--- src/rtl/fft_pkg.sv ---
// fft_pkg: shared sizing constants and FSM encoding for the FFT twiddle sequencer.
// Constants: DATA_WIDTH (Q1.15 sample width), FFT_POINTS (N), ADDR_WIDTH (log2 N),
// STAGE_WIDTH (stage index width); state_t is the sequencer FSM encoding.
package fft_pkg;
    localparam int DATA_WIDTH  = 16;
    localparam int FFT_POINTS  = 64;
    localparam int ADDR_WIDTH  = 6;
    localparam int STAGE_WIDTH = 3;
    typedef enum logic [1:0] {IDLE = 2'd0, RUN = 2'd1, DRAIN = 2'd2} state_t;
endpackage

--- src/rtl/fft_twiddle_skid.sv ---
// fft_twiddle_skid: 2-entry in-order output buffer between the ROM pipeline and the butterfly.
// Ports: clk, rst (sync, active-high); in_valid/in_ready/in_data upstream side;
// out_valid/out_ready/out_data downstream side; count = current occupancy (0..2).
module fft_twiddle_skid #(
    parameter int WIDTH = 8
) (
    input  logic             clk,
    input  logic             rst,
    input  logic             in_valid,
    output logic             in_ready,
    input  logic [WIDTH-1:0] in_data,
    output logic             out_valid,
    input  logic             out_ready,
    output logic [WIDTH-1:0] out_data,
    output logic [1:0]       count
);
    logic             v0, v1;
    logic [WIDTH-1:0] d0, d1;
    logic             push, pop;

    // entry 0 is always the head; entry 1 is only valid when entry 0 is
    assign pop       = v0 & out_ready;
    assign in_ready  = ~v1 | pop;
    assign push      = in_valid & in_ready;
    assign out_valid = v0;
    assign out_data  = d0;
    assign count     = {1'b0, v0} + {1'b0, v1};

    always_ff @(posedge clk) begin
        if (rst) begin
            v0 <= 1'b0;
            v1 <= 1'b0;
            d0 <= '0;
            d1 <= '0;
        end else if (pop) begin
            if (v1)
                d0 <= d1;
            else if (push)
                d0 <= in_data;
            if (push)
                d1 <= in_data;
            v0 <= v1 | push;
            v1 <= v1 & push;
        end else if (push) begin
            if (v0) begin
                d1 <= in_data;
                v1 <= 1'b1;
            end else begin
                d0 <= in_data;
                v0 <= 1'b1;
            end
        end
    end
endmodule

--- src/rtl/fft_twiddle_sequencer.sv ---
// fft_twiddle_sequencer: walks all radix-2 DIT stages/butterflies, reads twiddles from a
// 1-cycle-latency ROM and streams tagged twiddle beats over valid/ready.
// Ports: clk, rst (sync, active-high); start/busy/done sequence control;
// rom_addr/rom_real/rom_imag ROM interface; tw_valid/tw_ready handshake with
// tw_real/tw_imag/tw_stage/tw_bfly/tw_last beat payload.
module fft_twiddle_sequencer #(
    parameter int DATA_WIDTH  = fft_pkg::DATA_WIDTH,
    parameter int FFT_POINTS  = fft_pkg::FFT_POINTS,
    parameter int ADDR_WIDTH  = fft_pkg::ADDR_WIDTH,
    parameter int STAGE_WIDTH = fft_pkg::STAGE_WIDTH
) (
    input  logic                   clk,
    input  logic                   rst,
    input  logic                   start,
    output logic                   busy,
    output logic                   done,
    output logic [ADDR_WIDTH-1:0]  rom_addr,
    input  logic [DATA_WIDTH-1:0]  rom_real,
    input  logic [DATA_WIDTH-1:0]  rom_imag,
    output logic                   tw_valid,
    input  logic                   tw_ready,
    output logic [DATA_WIDTH-1:0]  tw_real,
    output logic [DATA_WIDTH-1:0]  tw_imag,
    output logic [STAGE_WIDTH-1:0] tw_stage,
    output logic [ADDR_WIDTH-2:0]  tw_bfly,
    output logic                   tw_last
);
    import fft_pkg::*;

    localparam int BW = ADDR_WIDTH - 1;
    localparam int PW = 2 * DATA_WIDTH + STAGE_WIDTH + BW + 1;

    state_t                 state, state_n;
    logic [STAGE_WIDTH-1:0] s;
    logic [BW-1:0]          j, j_mask;
    logic [ADDR_WIDTH-1:0]  addr_k, addr_q;
    logic                   issue, is_last, credit_ok, skid_ready, pop;
    logic                   rd_valid, rd_last;
    logic [STAGE_WIDTH-1:0] rd_stage;
    logic [BW-1:0]          rd_bfly;
    logic [1:0]             occ;
    logic [PW-1:0]          beat;

    // k = (j mod 2^s) * N/2^(s+1): mask the low s bits of j, then shift up by (log2N-1-s)
    assign j_mask  = j & BW'((1 << s) - 1);
    assign addr_k  = {1'b0, j_mask} << (STAGE_WIDTH'(BW) - s);
    assign is_last = (s == STAGE_WIDTH'(ADDR_WIDTH - 1)) && (j == '1);
    assign pop     = tw_valid & tw_ready;
    // a new read may only start if everything already owed to the buffer, plus it, still fits
    assign credit_ok = (int'(occ) + int'(rd_valid) - int'(pop)) < 2;
    assign rom_addr  = issue ? addr_k : addr_q;
    assign busy      = state != IDLE;
    assign done      = pop & tw_last;

    always_comb begin
        state_n = state;
        issue   = 1'b0;
        case (state)
            IDLE:    state_n = start ? RUN : IDLE;
            RUN: begin
                issue   = credit_ok & skid_ready;
                state_n = (issue & is_last) ? DRAIN : RUN;
            end
            DRAIN:   state_n = (pop & tw_last) ? IDLE : DRAIN;
            default: state_n = IDLE;
        endcase
    end

    always_ff @(posedge clk) begin
        if (rst)
            state <= IDLE;
        else
            state <= state_n;
    end

    always_ff @(posedge clk) begin
        if (rst) begin
            s        <= '0;
            j        <= '0;
            addr_q   <= '0;
            rd_valid <= 1'b0;
            rd_stage <= '0;
            rd_bfly  <= '0;
            rd_last  <= 1'b0;
        end else begin
            addr_q   <= rom_addr;
            // tag stage lines up with the ROM output register
            rd_valid <= issue;
            if (issue) begin
                rd_stage <= s;
                rd_bfly  <= j;
                rd_last  <= is_last;
            end
            if (state == IDLE && start) begin
                s <= '0;
                j <= '0;
            end else if (issue && !is_last) begin
                j <= j + 1'b1;
                if (j == '1)
                    s <= s + 1'b1;
            end
        end
    end

    fft_twiddle_skid #(.WIDTH(PW)) u_skid (
        .clk       (clk),
        .rst       (rst),
        .in_valid  (rd_valid),
        .in_ready  (skid_ready),
        .in_data   ({rd_last, rd_bfly, rd_stage, rom_imag, rom_real}),
        .out_valid (tw_valid),
        .out_ready (tw_ready),
        .out_data  (beat),
        .count     (occ)
    );

    assign {tw_last, tw_bfly, tw_stage, tw_imag, tw_real} = beat;
endmodule

--- config.mk ---
export PLATFORM = sky130hd
export DESIGN_NAME = fft_twiddle_sequencer
export DESIGN_NICKNAME = d
export VERILOG_FILES = /design/src/rtl/fft_pkg.sv /design/src/rtl/fft_twiddle_skid.sv /design/src/rtl/fft_twiddle_sequencer.sv
export SDC_FILE = /design/constraint.sdc
export NUM_CORES = 1
export LEC_CHECK = 0
export CORE_MARGIN = 5
export CORE_UTILIZATION = 45
export CTS_CLUSTER_SIZE = 16
export DETAILED_ROUTE_END_ITERATION = 10
export PLACE_DENSITY = 0.7
export SYNTH_ARGS = -nofsm -noshare
export SYNTH_HDL_FRONTEND = slang
export SYNTH_HIERARCHICAL = 1
export SYNTH_SLANG_ARGS = --single-unit
export TNS_END_PERCENT = 100
--- constraint.sdc ---
create_clock -name clk -period 3.8 [get_ports clk]
set_input_delay 0.57 -clock clk [delete_from_list [all_inputs] [get_ports clk]]
set_output_delay 0.57 -clock clk [all_outputs]
set_load 0.02 [all_outputs]
==> flow_summary.json <==
{
  "power_frac_seq_pct": 54.1,
  "gp_congestion": 0.887,
  "viasPerCell": 5.68,
  "crit_arrival_ns": 3.14,
  "yosysTopAreaCell": "dfxtp_1",
  "nets": 695,
  "syn_inst": 579,
  "synth_edf_count": 0,
  "fp.dieW_um": 115,
  "worstPathMaxFanout": 2,
  "fill_cells": 1018,
  "syn-cell-area_um2": 4970,
  "yosys.area.top_type_share_pct": 44.3,
  "tightest_slew_ns": 1.19,
  "place_ws_ns": -0.453,
  "initial_core_util_pct": 45.8,
  "numCtsBuffers": 9,
  "max_freq_mhz": 269,
  "die_area_um2": 13200,
  "drv_cap": 0,
  "wl_um": 12900,
  "period_share_pct": 97.7,
  "period_needed_ns": 3.71,
  "regArea_um2": 2200,
  "yosys_warnings": 6,
  "dr_wl_met2_um": 6390,
  "pwr-share-comb_pct": 15.3,
  "intPower_uw": 1620,
  "multiInputGateArea_um2": 2410,
  "top_layer_used": "met4",
  "ys_seq_area_share_pct": 44.3,
  "grt_use_total_pct": 19.0,
  "hold_class": "flip-flop to flip-flop",
  "clock_skew_ns": 0.0173,
  "power_density_nw_per_um2": 367,
  "fin_hold_ws_ns": 0.480,
  "endpoint_kind": "primary output",
  "wl_met3_um": 638,
  "cts.sinks": 110,
  "met1_length_um": 5630,
  "synthArstFlopShare_pct": 0,
  "cts_tree": "yes",
  "syn_nets": 629,
  "p_clk_share_pct": 30.6,
  "drt_first_pass_iters": 5,
  "clockBufferDepth": 2,
  "swShare_pct": 28.3,
  "synth_ff_type": "dfxtp_1",
  "leakage_uw": 0.00208,
  "finalMaxSlewViolations": 0,
  "vdd_drop_max_mv": 0.203,
  "ys_ff_latch": 110,
  "remaining_drc_errors": 0,
  "vias": 4491,
  "avgRoutedWirePerCell_um": 16.3,
  "antennaDiodeCount": 0,
  "drt_iter0_markers": 217,
  "grt_pass1_vias": 4480,
  "dp_hpwl_um": 8630,
  "io_pins": 86,
  "port_buffers": 85,
  "finish.utilization_pct": 56.9,
  "fin_ws_ns": 0.0891,
  "synthTopCellsByArea": "dfxtp_1 44%, a21oi_1 10%, o221a_1 9.1%, o21ai_0 5.4%, nand3_1 4.8%",
  "synth.distinct_cells": 50,
  "relSlewSlack_pct": 20.2,
  "antenna_found_initial": 0,
  "hold_buffers": 0,
  "crit_type": "primary input to primary output",
  "grt_max_degree": 70,
  "setup_violations": 0,
  "clk_latency_ns": 0.37,
  "p_sw_uw": 640,
  "chipHeight_um": 115,
  "coreArea_um2": 10800,
  "gr-total-overflow": 0,
  "grt_first_pass_wirelength_um": 20700,
  "detail-route-antenna-nets": 0,
  "clkSlewWorstSetupHoldPaths_ns": 0.11,
  "drive_gt1_share_pct": 8.92,
  "fp-row-count": 38,
  "hold_viol_final": 0,
  "grt_setup_unrepaired": "no",
  "syn_area_per_cell_um2": 8.58,
  "status": "completed",
  "cp.required_ns": 3.23,
  "syn2layout_area_growth_pct": 24.2,
  "startpoint_type": "primary input",
  "htreeDepth": 3,
  "cts_root_buffer": "clkbuf_8"
}
cell usage after synthesis (2+ instances only):
| master | n |
|---|---|
| dfxtp_1 | 110 |
| o221a_1 | 40 |
| and2_1 | 5 |
| a21oi_1 | 102 |
| or3_1 | 5 |
| inv_1 | 52 |
| nand2_1 | 37 |
| ha_1 | 13 |
| buf_2 | 18 |
| o32a_1 | 2 |
| o21ai_0 | 54 |
| nand3_1 | 48 |
| xnor2_1 | 3 |
| o31a_1 | 2 |
| nor2b_1 | 4 |
| a21oi_2 | 2 |
| a211oi_1 | 2 |
| buf_1 | 4 |
| clkbuf_1 | 21 |
| a311oi_1 | 2 |
| nand2b_1 | 5 |
| nor2_1 | 9 |
| o211a_1 | 2 |
| buf_6 | 5 |
| and3_1 | 3 |
| o31ai_1 | 2 |
| nor3_1 | 2 |
| nand3b_1 | 2 |
| nand4_1 | 2 |
critical path, cell delays in order:
cell,delay (ns)
clkdlybuf4s50_1,0.48
and2_4,0.16
ha_4,0.19
nand2b_4,0.13
fa_2,0.53
nand2_2,0.08
o32ai_4,0.14
nand2_2,0.08
or4_4,0.54
nand2_2,0.09
buf_4,0.13
layer usage:
| metal | vias up | global-route usage [%] |
|---|---|---|
| met1 | 2157 | 22.5 |
| met4 | 0 | 6.10 |
| met5 | - | 0 |
| li1 | 2192 | - |
| met2 | 125 | 34.3 |
| met3 | 17 | 3.68 |
registers in the layout, indices dropped and copies added, names as in the netlist, 2 cells and up:
| name | cells |
|---|---|
| u_skid/d1 | 41 |
| rd_bfly | 5 |
| s | 3 |
| state | 2 |
| addr_q | 6 |
| rd_stage | 3 |
| u_skid/out_data | 41 |
| j | 5 |
cell type report:
type | instances | share of cell area [%]
inverters | 52 | 3.16
multi-input cells | 369 | 39.1
well taps | 140 | 2.84
clock inverters | 6 | 1.05
flip-flops and latches | 110 | 35.7
clock buffers | 10 | 2.07
repair buffers | 103 | 16.1
kinds of logic after synthesis:
kind of cell / count (synthesis) / synth area share [%]
compound gates: 217 / 28.7
simple gates: 134 / 13.8
flops: 110 / 44.3
buf+inv: 100 / 8.77
fa+ha+maj: 14 / 3.68
xor+xnor: 4 / 0.705
layout by cell type, fill, tap and decap left out, types with 3 or more instances in the layout:
cell type,Yosys,routed
nor2b_1,4,4
nand2_1,37,35
buf_4,0,18
nand3_1,48,48
a21oi_1,102,102
clkdlybuf4s50_1,0,78
and3_1,3,3
and2_1,5,4
nand2b_1,5,3
clkbuf_8,0,9
o221a_1,40,40
o21ai_0,54,54
inv_1,52,52
ha_1,13,12
xnor2_1,3,3
nand2_2,1,3
nor2_1,9,9
or3_1,5,5
clkdlybuf4s15_1,0,3
dfxtp_1,110,110
what timing repair did:
action / CTS / global route
setup endpoints to repair: 6 / 6
pin swaps: 0 / 4
endpoints found under the hold margin: 0 / 0
resized for setup: 18 / 16
buffers inserted: 0 / 0
power groups by stage:
| stage | sequential (uW) | combinational [uW] | clock [uW] |
|---|---|---|---|
| after global routing | 1230 | 371 | 756 |
| after CTS | 1230 | 342 | 711 |
| after detailed placement | 1250 | 341 | 0 |
| after global placement | 1250 | 335 | 0 |
| after floorplan | 1290 | 136 | 0 |
| final | 1220 | 346 | 693 |
final timing paths:
| path | start | to | slack, ns | cells past startpoint |
|---|---|---|---|---|
| min | u_skid/d1[30]$_SDFFE_PP0P_ | u_skid/d1[30]$_SDFFE_PP0P_ | 0.48 | 2 |
| max | tw_ready | rom_addr[0] | 0.09 | 11 |
| max reg2reg | u_skid/out_valid$_SDFFE_PP0P_ | j[3]$_SDFFE_PP0P_ | 0.97 | 11 |
| min reg2reg | u_skid/d1[30]$_SDFFE_PP0P_ | u_skid/d1[30]$_SDFFE_PP0P_ | 0.48 | 2 |
stage by stage:
step | area [um2] | setup TNS, ns | instances | total power [uW]
2_1_floorplan | 4970 | 0 | 579 | 1430
3_3_place_gp | 5920 | -1.54 | 774 | 1590
3_5_place_dp | 5920 | -1.85 | 774 | 1590
4_1_cts | 6110 | -0.0293 | 790 | 2280
5_1_grt | 6170 | 0 | 790 | 2360
6_report | 6170 | 0 | 790 | 2260
No activity file was read; power rests on OpenSTA's default activity.
